### src/rtl/inertial_integrator_cal.sv
// inertial_integrator_cal
// Integrates a raw pitch-rate sample stream into a pitch angle. After reset
// (or on request) the block first averages 2^CAL_LOG2 rate samples to learn
// the gyro's zero-rate offset, then integrates offset-corrected rate, with an
// optional fixed-step nudge toward the accelerometer-derived pitch.
module inertial_integrator_cal #(
  parameter int                  W          = 16,
  parameter int                  ACC_W      = 27,
  parameter int                  OUT_SHIFT  = 11,
  parameter int                  CAL_LOG2   = 4,
  parameter logic signed [W-1:0] AZ_OFFSET  = 16'sh00A0,
  parameter int                  FUSE_K     = 327,
  parameter int                  FUSE_SHIFT = 13,
  parameter int                  FUSE_STEP  = 1024
) (
  input  logic                clk,
  input  logic                rst,
  input  logic                vld,
  input  logic signed [W-1:0] ptch_rt,
  input  logic signed [W-1:0] AZ,
  input  logic                cal_req,
  input  logic                fuse_en,
  output logic signed [W-1:0] ptch,
  output logic                ptch_vld,
  output logic                cal_done,
  output logic signed [W-1:0] rt_offset
);

  typedef enum logic {CAL, RUN} state_t;

  localparam int SUM_W  = W + CAL_LOG2;  // room for 2^CAL_LOG2 full-scale samples
  localparam int DW     = W + 1;         // rate/AZ differences never wrap
  localparam int EXT_W  = ACC_W + 2;     // integrator update before clamping
  localparam int PROD_W = W + 33;        // AZ difference times a 32-bit gain

  localparam logic signed [EXT_W-1:0]  INT_MAX = {3'b000, {(ACC_W-1){1'b1}}};
  localparam logic signed [EXT_W-1:0]  INT_MIN = {3'b111, {(ACC_W-1){1'b0}}};
  localparam logic signed [PROD_W-1:0] ACC_MAX = {{(PROD_W-W+1){1'b0}}, {(W-1){1'b1}}};
  localparam logic signed [PROD_W-1:0] ACC_MIN = {{(PROD_W-W+1){1'b1}}, {(W-1){1'b0}}};

  state_t                    state;
  logic signed [SUM_W-1:0]   cal_sum;
  logic signed [SUM_W-1:0]   cal_sum_next;
  logic [CAL_LOG2-1:0]       cal_cnt;
  logic signed [ACC_W-1:0]   ptch_int;
  logic signed [ACC_W-1:0]   int_next;
  logic                      upd_q;     // ptch_int took a sample last edge
  logic signed [DW-1:0]      rate_diff;
  logic signed [DW-1:0]      az_diff;
  logic signed [PROD_W-1:0]  az_scaled;
  logic signed [W-1:0]       ptch_acc;
  logic signed [EXT_W-1:0]   fuse_term;
  logic signed [EXT_W-1:0]   int_sum;

  // Datapath: calibration sum, corrected rate, accelerometer pitch, clamped integrator update.
  // NOTE: every signal gets a value before any branch so no latch is inferred.
  always_comb begin
    cal_sum_next = cal_sum + SUM_W'(ptch_rt);
    rate_diff    = DW'(ptch_rt) - DW'(rt_offset);
    az_diff      = DW'(AZ) - DW'(AZ_OFFSET);
    az_scaled    = (PROD_W'(az_diff) * PROD_W'(FUSE_K)) >>> FUSE_SHIFT;

    ptch_acc = az_scaled[W-1:0];
    if (az_scaled > ACC_MAX) ptch_acc = ACC_MAX[W-1:0];
    else if (az_scaled < ACC_MIN) ptch_acc = ACC_MIN[W-1:0];

    // Fixed-size step toward the accelerometer pitch; ties step downward.
    fuse_term = '0;
    if (fuse_en) fuse_term = (ptch_acc > ptch) ? EXT_W'(FUSE_STEP) : -EXT_W'(FUSE_STEP);

    int_sum  = EXT_W'(ptch_int) - EXT_W'(rate_diff) + fuse_term;
    int_next = int_sum[ACC_W-1:0];
    if (int_sum > INT_MAX) int_next = INT_MAX[ACC_W-1:0];
    else if (int_sum < INT_MIN) int_next = INT_MIN[ACC_W-1:0];
  end

  // Control FSM, calibration accumulator, integrator and registered outputs.
  // NOTE: sequential state uses non-blocking assignments so every register samples pre-edge values.
  always_ff @(posedge clk or posedge rst) begin
    if (rst) begin
      state     <= CAL;
      cal_sum   <= '0;
      cal_cnt   <= '0;
      ptch_int  <= '0;
      rt_offset <= '0;
      ptch      <= '0;
      ptch_vld  <= 1'b0;
      cal_done  <= 1'b0;
      upd_q     <= 1'b0;
    end else begin
      // Output stage trails ptch_int by one edge; forced to zero while calibrating.
      ptch     <= (cal_req || state == CAL) ? '0 : ptch_int[OUT_SHIFT+W-1:OUT_SHIFT];
      ptch_vld <= upd_q && !cal_req && state == RUN;
      upd_q    <= 1'b0;

      if (cal_req) begin
        // Restart calibration; the old offset stays in use until a new one is learned.
        state    <= CAL;
        cal_sum  <= '0;
        cal_cnt  <= '0;
        ptch_int <= '0;
        cal_done <= 1'b0;
      end else if (state == CAL) begin
        if (vld) begin
          if (cal_cnt == '1) begin
            rt_offset <= W'(cal_sum_next >>> CAL_LOG2);
            cal_sum   <= '0;
            cal_cnt   <= '0;
            cal_done  <= 1'b1;
            state     <= RUN;
          end else begin
            cal_sum <= cal_sum_next;
            cal_cnt <= cal_cnt + 1'b1;
          end
        end
      end else if (vld) begin
        ptch_int <= int_next;
        upd_q    <= 1'b1;
      end
    end
  end

endmodule

### config.mk
export PLATFORM = sky130hd
export DESIGN_NAME = inertial_integrator_cal
export DESIGN_NICKNAME = d
export VERILOG_FILES = /design/src/rtl/inertial_integrator_cal.sv
export SDC_FILE = /design/constraint.sdc
export NUM_CORES = 1
export LEC_CHECK = 0
export CORE_MARGIN = 2
export CORE_UTILIZATION = 52
export CTS_BUF_LIST = sky130_fd_sc_hd__clkbuf_4
export DETAILED_ROUTE_END_ITERATION = 7
export GPL_TIMING_DRIVEN = 0
export MAX_ROUTING_LAYER = met4
export PLACE_DENSITY_LB_ADDON = 0.15
export RECOVER_POWER = 25
export REMOVE_ABC_BUFFERS = 1
export SKIP_CTS_REPAIR_TIMING = 1
export SLEW_MARGIN = 20
export SYNTH_ARGS = -nofsm -noshare
export SYNTH_HDL_FRONTEND = slang
export SYNTH_SLANG_ARGS = --single-unit
### constraint.sdc
create_clock -name clk -period 8.39 [get_ports clk]
set_clock_uncertainty 0.15 [all_clocks]
set_input_delay 1.678 -clock clk [delete_from_list [all_inputs] [get_ports clk]]
set_output_delay 1.678 -clock clk [all_outputs]
set_load 0.02 [all_outputs]
==> results.sh, run 1 <==
export IMPL_power_leakage_nw=6.18
export IMPL_fillers=1562
export IMPL_drt_iter0_drc=378
export IMPL_coreArea_mm2=0.0189
export IMPL_firstDrtPassIters=4
export IMPL_post_route_period_util_pct=139
export IMPL_hold_class="reg2reg"
export IMPL_synth_async_reset_ratio_pct=100
export IMPL_cp_num_cells=43
export IMPL_dpl_hpwl_um=16700
export IMPL_cts_tree="yes"
export IMPL_peakVddDrop_v=0.000227
export IMPL_vias_per_cell=5.34
export IMPL_row_count=50
export IMPL_dp_cells=1345
export IMPL_antenna_found_initial=1
export IMPL_grt_max_degree=35
export IMPL_synth_area_mm2=0.0101
export IMPL_gp_congestion=0.842
export IMPL_worst_pin_slew_ns=1.79
export IMPL_synth_warning_count=0
export IMPL_yosys_cell_types_count=70
export IMPL_ys_top_cells_by_count="inv_1, ha_1, fa_1, dfrtp_1, a21oi_1"
export IMPL_path_class="in2reg"
export IMPL_rsz0062_at_grt="yes"
export IMPL_yosysSeqAreaShare_pct=21.6
export IMPL_numPortBuffers=70
export IMPL_synth_edf_count=0
export IMPL_tritoncts_num_buffers=9
export IMPL_syn_inst=1025
export IMPL_clk_pin_slew_ns=0.14
export IMPL_min_path_cells=1
export IMPL_worstPathRequired_ns=8.61
export IMPL_nNetsFinal=1424
export IMPL_die_w_um=143
export IMPL_critPathMaxStageDelay_ns=0.58
export IMPL_drc=0
export IMPL_io_pins=71
export IMPL_worstSkewPairLatency_ns=0.49
export IMPL_critPathBufInv=8
export IMPL_max_freq_ghz=0.0858
export IMPL_grt_total_usage_pct=21.9
export IMPL_h_tree_depth=3
export IMPL_finalSetupTns_ns=-86.70
export IMPL_synth_top_area_share_pct=21.6
export IMPL_die_y_um=143
export IMPL_status="complete, but fails checks"
export IMPL_worst_slack_ns=-3.27
export IMPL_fin_crit_ns=11.66
export IMPL_hold_viol_final=0
export IMPL_synth_area_leader_cell="dfrtp_1"
export IMPL_drive_gt1_share_pct=15.6
export IMPL_clkSinkCount=87
export IMPL_vias=7517
export IMPL_endpoint_kind="flop"
export IMPL_cpLargestDelayFamily="adder cells"
export IMPL_gr_total_overflow=0
export IMPL_max_cap_viol_count=1
export IMPL_crit_arrival_ns=11.88
export IMPL_final_cells=1408
export IMPL_clk_root_buffer_cell="clkbuf_4"
export IMPL_ant_nets=0
export IMPL_grt_pass1_vias=7529
export IMPL_synth_most_common_cell="inv_1"
export IMPL_path_max_fanout=6
export IMPL_grt_pass1_wl_um=35100
export IMPL_clock_path_buffers=2
export IMPL_syn_to_final_growth_pct=22.8
export IMPL_start_util_pct=53.4
export IMPL_yosys_top_cells_area="dfrtp_1, ha_1, fa_1"
export IMPL_slew_headroom_pct=-19.2
export IMPL_synth_seq_cells=87
export IMPL_startpoint_type="primary input"
export IMPL_setup_violations=27
export IMPL_dieArea_mm2=0.0205
export IMPL_slew_viol_final=34
export IMPL_syn_avg_cell_area_um2=9.84
export IMPL_final_cell_area_mm2=0.0124
export IMPL_reg2regPathDepth=25
export IMPL_wl_per_cell_um=15.7
export IMPL_routed_wl_um=22100
export IMPL_ys_flop_type="dfrtp_1"
export IMPL_violations="max-capacitance violations, max-slew violations, negative setup slack"
export IMPL_post_place_ws_ns=-6.24
export IMPL_crit_slowest_cell="clkdlybuf4s50_1"
export IMPL_place_area_mm2=0.0112
export IMPL_power_per_cell_area_mw_per_mm2=219
[flip-flops by register name, indices dropped and copies added (netlist names)]
name       count
cal_sum       20
ptch_vld       1
rt_offset     16
upd_q          1
cal_done       1
ptch_int      27
ptch          16
state          1
cal_cnt        4
[layer usage]
layer  GRT usage (%)  wire length, µm  up-vias
li1                -                -     3688
met1            28.2             9660     3710
met2            36.7            11500       94
met3            2.65              655       25
met4            6.35              345        0
met5               -                0        -
[per-stage QoR]
step / utilization [%] / total power [mW] / hold slack, ns
floorplan: - / 1.82 / 0.278
finish: 65.6 / 2.71 / 0.320
global route: 65.6 / 3.04 / 0.349
CTS: 59.8 / 2.42 / 0.325
global placement: 58.3 / 2.13 / 0.294
detailed placement: 59.1 / 2.17 / 0.294
[worst reg2reg max path, cell delays in order, from the launching register on]
cell and delay [ns]:
dfrtp_1 0.41, inv_1 0.06, ha_1 0.29, nor2b_1 0.13, o21a_1 0.15, o21ai_0 0.14
nand2b_1 0.07, a21oi_1 0.26, nor2_4 0.07, nor3_4 0.22, nor2_1 0.09, o21ai_4 0.23
clkinv_8 0.08, clkbuf_8 0.18, fa_1 0.52, ha_2 0.44, nand2_4 0.07, or4_4 0.50
o22a_1 0.21, a31oi_4 0.26, a2111oi_4 0.07, o31ai_4 0.28, xnor2_4 0.23, a21oi_4 0.13
clkbuf_16 0.19, a221o_1 0.34
[report_power, final]
group | internal, mW | switching, mW | total, mW
Clock | 0.0665 | 0.167 | 0.234
Combinational | 0.986 | 1.05 | 2.03
Sequential | 0.434 | 0.00999 | 0.444
[area by class of cell]
cell class	count	area (µm²)	area share (%)
clock buffers	9	67.6	0.545
multi-input cells	702	7620	61.5
clock inverters	7	68.8	0.555
well taps	260	325	2.63
inverters	219	851	6.87
repair buffers	123	1280	10.3
diodes	1	2.50	0.0202
flip-flops and latches	87	2180	17.6
[cell usage in the layout (no fill, tap or decap), types with 13 or more instances in the layout]
master           instances
a21o_1                  27
a21oi_1                 42
a221o_1                 27
a22o_1                  20
and2_1                  19
buf_4                   37
clkdlybuf4s50_1         61
dfrtp_1                 87
fa_1                    87
ha_1                   131
ha_4                    23
inv_1                  209
mux2_2                  14
nand2_1                 30
nand3_1                 13
nor2_1                  39
xnor2_1                 39
xor2_1                  23
[path summary, 6_finish.rpt]
check | to | start | slack (ns)
worst max-delay path | ptch_int[15]$_DFFE_PP0P_ | AZ[11] | -3.27
worst min-delay path | ptch_vld$_DFF_PP0_ | upd_q$_DFF_PP0_ | 0.32
worst max register to register | ptch_int[15]$_DFFE_PP0P_ | ptch[1]$_DFF_PP0_ | 2.53
worst min register to register | ptch_vld$_DFF_PP0_ | upd_q$_DFF_PP0_ | 0.32
max in group asynchronous | ptch[12]$_DFF_PP0_ | rst | 4.20
min in group asynchronous | cal_sum[16]$_DFFE_PP0P_ | rst | 1.70
[cells by family after synthesis]
family / share of synthesized area (%)
fa+ha+maj: 37.1
buf+inv: 9.16
compound gates: 16.1
simple gates: 7.83
flops: 21.6
xor+xnor: 6.33
mux: 1.87
(Power assumes the default switching activity.)
==> run 2: changes to the inputs <==
SKIP_LAST_GASP = 1   (was unset)
==> run 2 against run 1 <==
Against the previous run: the run still ends with max-capacitance violations, max-slew violations, negative setup slack left; utilization unchanged; hold slack about the same; critical path depth unchanged; sequential share of layout area unchanged; setup slack better by 0.0030 ns; routed wire length up 0.13%; combinational power about the same; cell count unchanged; sequential cell count unchanged; clock power about the same; largest cell class unchanged.
==> results.sh, run 2 (synthesized netlist as in run 1, its figures left out) <==
export IMPL_status="complete, but fails checks"
export IMPL_violations="max-capacitance violations, max-slew violations, negative setup slack"
export IMPL_power_switching_mw=1.23
export IMPL_largest_register_ff_count=27
export IMPL_clk_root_buffer_cell="clkbuf_4"
export IMPL_wl_per_cell_um=15.7
export IMPL_multi_input_area_mm2=0.00762
export IMPL_pwr_share_clk_pct=8.7
export IMPL_antenna_found_initial=1
export IMPL_max_cap_viol_count=1
export IMPL_place_area_mm2=0.0112
export IMPL_crit_arrival_ns=11.88
export IMPL_dpl_hpwl_um=16700
export IMPL_dp_cells=1345
export IMPL_p_sw_share_pct=45.2
export IMPL_vias_per_cell=5.34
export IMPL_start_util_pct=53.4
export IMPL_clock_path_buffers=2
export IMPL_endpoint_kind="flop"
export IMPL_power_leakage_nw=6.18
export IMPL_gp_congestion=0.842
export IMPL_setup_violations=27
export IMPL_io_pins=71
export IMPL_peakVddDrop_v=0.000227
export IMPL_rsz0062_at_grt="yes"
export IMPL_power_frac_seq_pct=16.4
export IMPL_clk_pin_slew_ns=0.14
export IMPL_cts_tree="yes"
export IMPL_p_total_mw=2.71
export IMPL_regMostFlops="ptch_int"
export IMPL_firstDrtPassIters=5
export IMPL_grt_max_degree=35
export IMPL_worstPathRequired_ns=8.62
export IMPL_path_max_fanout=6
export IMPL_clkSinkCount=87
export IMPL_final_common_cell="inv_1"
export IMPL_final_cell_area_mm2=0.0124
export IMPL_tritoncts_num_buffers=9
export IMPL_fin_crit_ns=11.66
export IMPL_hold_viol_final=0
export IMPL_syn_to_final_growth_pct=22.8
export IMPL_vias=7522
export IMPL_row_count=50
export IMPL_critPathMaxStageDelay_ns=0.58
export IMPL_internal_power_mw=1.49
export IMPL_slew_viol_final=34
export IMPL_comb_power_share_pct=75.0
export IMPL_hold_ws_ns=0.320
export IMPL_grt_total_usage_pct=21.9
export IMPL_hold_class="reg2reg"
export IMPL_gr_total_overflow=0
export IMPL_final_cell_mix="inv_1, ha_1, fa_1, dfrtp_1, clkdlybuf4s50_1"
export IMPL_routed_wl_um=22200
export IMPL_drive_gt1_share_pct=15.6
export IMPL_reg_top3="ptch_int x27, cal_sum x20"
export IMPL_slew_headroom_pct=-19.2
export IMPL_grt_pass1_wl_um=35100
export IMPL_nNetsFinal=1424
export IMPL_path_class="in2reg"
export IMPL_die_w_um=143
export IMPL_final_cells=1408
export IMPL_startpoint_type="primary input"
export IMPL_power_per_cell_area_mw_per_mm2=219
export IMPL_worst_pin_slew_ns=1.79
export IMPL_coreArea_mm2=0.0189
export IMPL_die_y_um=143
export IMPL_drc=0
export IMPL_worstSkewPairLatency_ns=0.50
export IMPL_numPortBuffers=70
export IMPL_worst_slack_ns=-3.27
export IMPL_seq_area_mm2=0.00218
export IMPL_drt_iter0_drc=382
export IMPL_fillers=1562
export IMPL_dieArea_mm2=0.0205
export IMPL_ant_nets=0
export IMPL_post_route_period_util_pct=139
export IMPL_crit_slowest_cell="clkdlybuf4s50_1"
export IMPL_h_tree_depth=3
export IMPL_max_freq_ghz=0.0858
export IMPL_grt_pass1_vias=7529
run 2: worst paths after layout:
check / from / to / slack, ns / cells past startpoint
min reg2reg: upd_q$_DFF_PP0_ / ptch_vld$_DFF_PP0_ / 0.32 / 1
max in group asynchronous: rst / ptch[12]$_DFF_PP0_ / 4.21 / 3
max: AZ[11] / ptch_int[15]$_DFFE_PP0P_ / -3.27 / 43
min: upd_q$_DFF_PP0_ / ptch_vld$_DFF_PP0_ / 0.32 / 1
min in group asynchronous: rst / cal_sum[16]$_DFFE_PP0P_ / 1.69 / 2
max reg2reg: ptch[1]$_DFF_PP0_ / ptch_int[15]$_DFFE_PP0P_ / 2.53 / 25
run 2: cell type report:
class,count,area share (%)
Multi-Input combinational cell,702,61.5
Clock buffer,9,0.545
Inverter,219,6.87
Timing Repair Buffer,123,10.3
Tap cell,260,2.63
Antenna cell,1,0.0202
Sequential cell,87,17.6
Clock inverter,7,0.555
run 2: power groups by stage:
stage | Sequential [mW] | Combinational (mW) | Clock [mW]
floorplan | 0.450 | 1.37 | 0
global placement | 0.452 | 1.68 | 0
detailed placement | 0.452 | 1.72 | 0
CTS | 0.444 | 1.74 | 0.242
global route | 0.447 | 2.33 | 0.259
finish | 0.444 | 2.03 | 0.235
run 2: critical path: cells and delay by family:
family	cells	cell delay [ns]
xor gates and xnor gates	3	0.67
buffers and inverters	8	1.27
and+or+nand+nor	8	1.83
AOI/OAI and AO/OA	15	2.92
adders and majority gates	9	3.48
run 2: stage by stage:
step | TNS (ns) | util [%] | setup slack, ns
6_report | -86.66 | 65.6 | -3.27
5_1_grt | -98.82 | 65.6 | -3.70
4_1_cts | -154.54 | 59.8 | -5.78
3_5_place_dp | -166.96 | 59.1 | -6.24
3_3_place_gp | -189.30 | 58.3 | -7.06
2_1_floorplan | -120.78 | - | -4.49
run 2: metal layers:
layer | track usage [%] | part of all wire (%)
met3 | 2.65 | 3.0
met4 | 6.35 | 1.8
met1 | 28.2 | 43
met5 | - | 0
met2 | 36.7 | 52
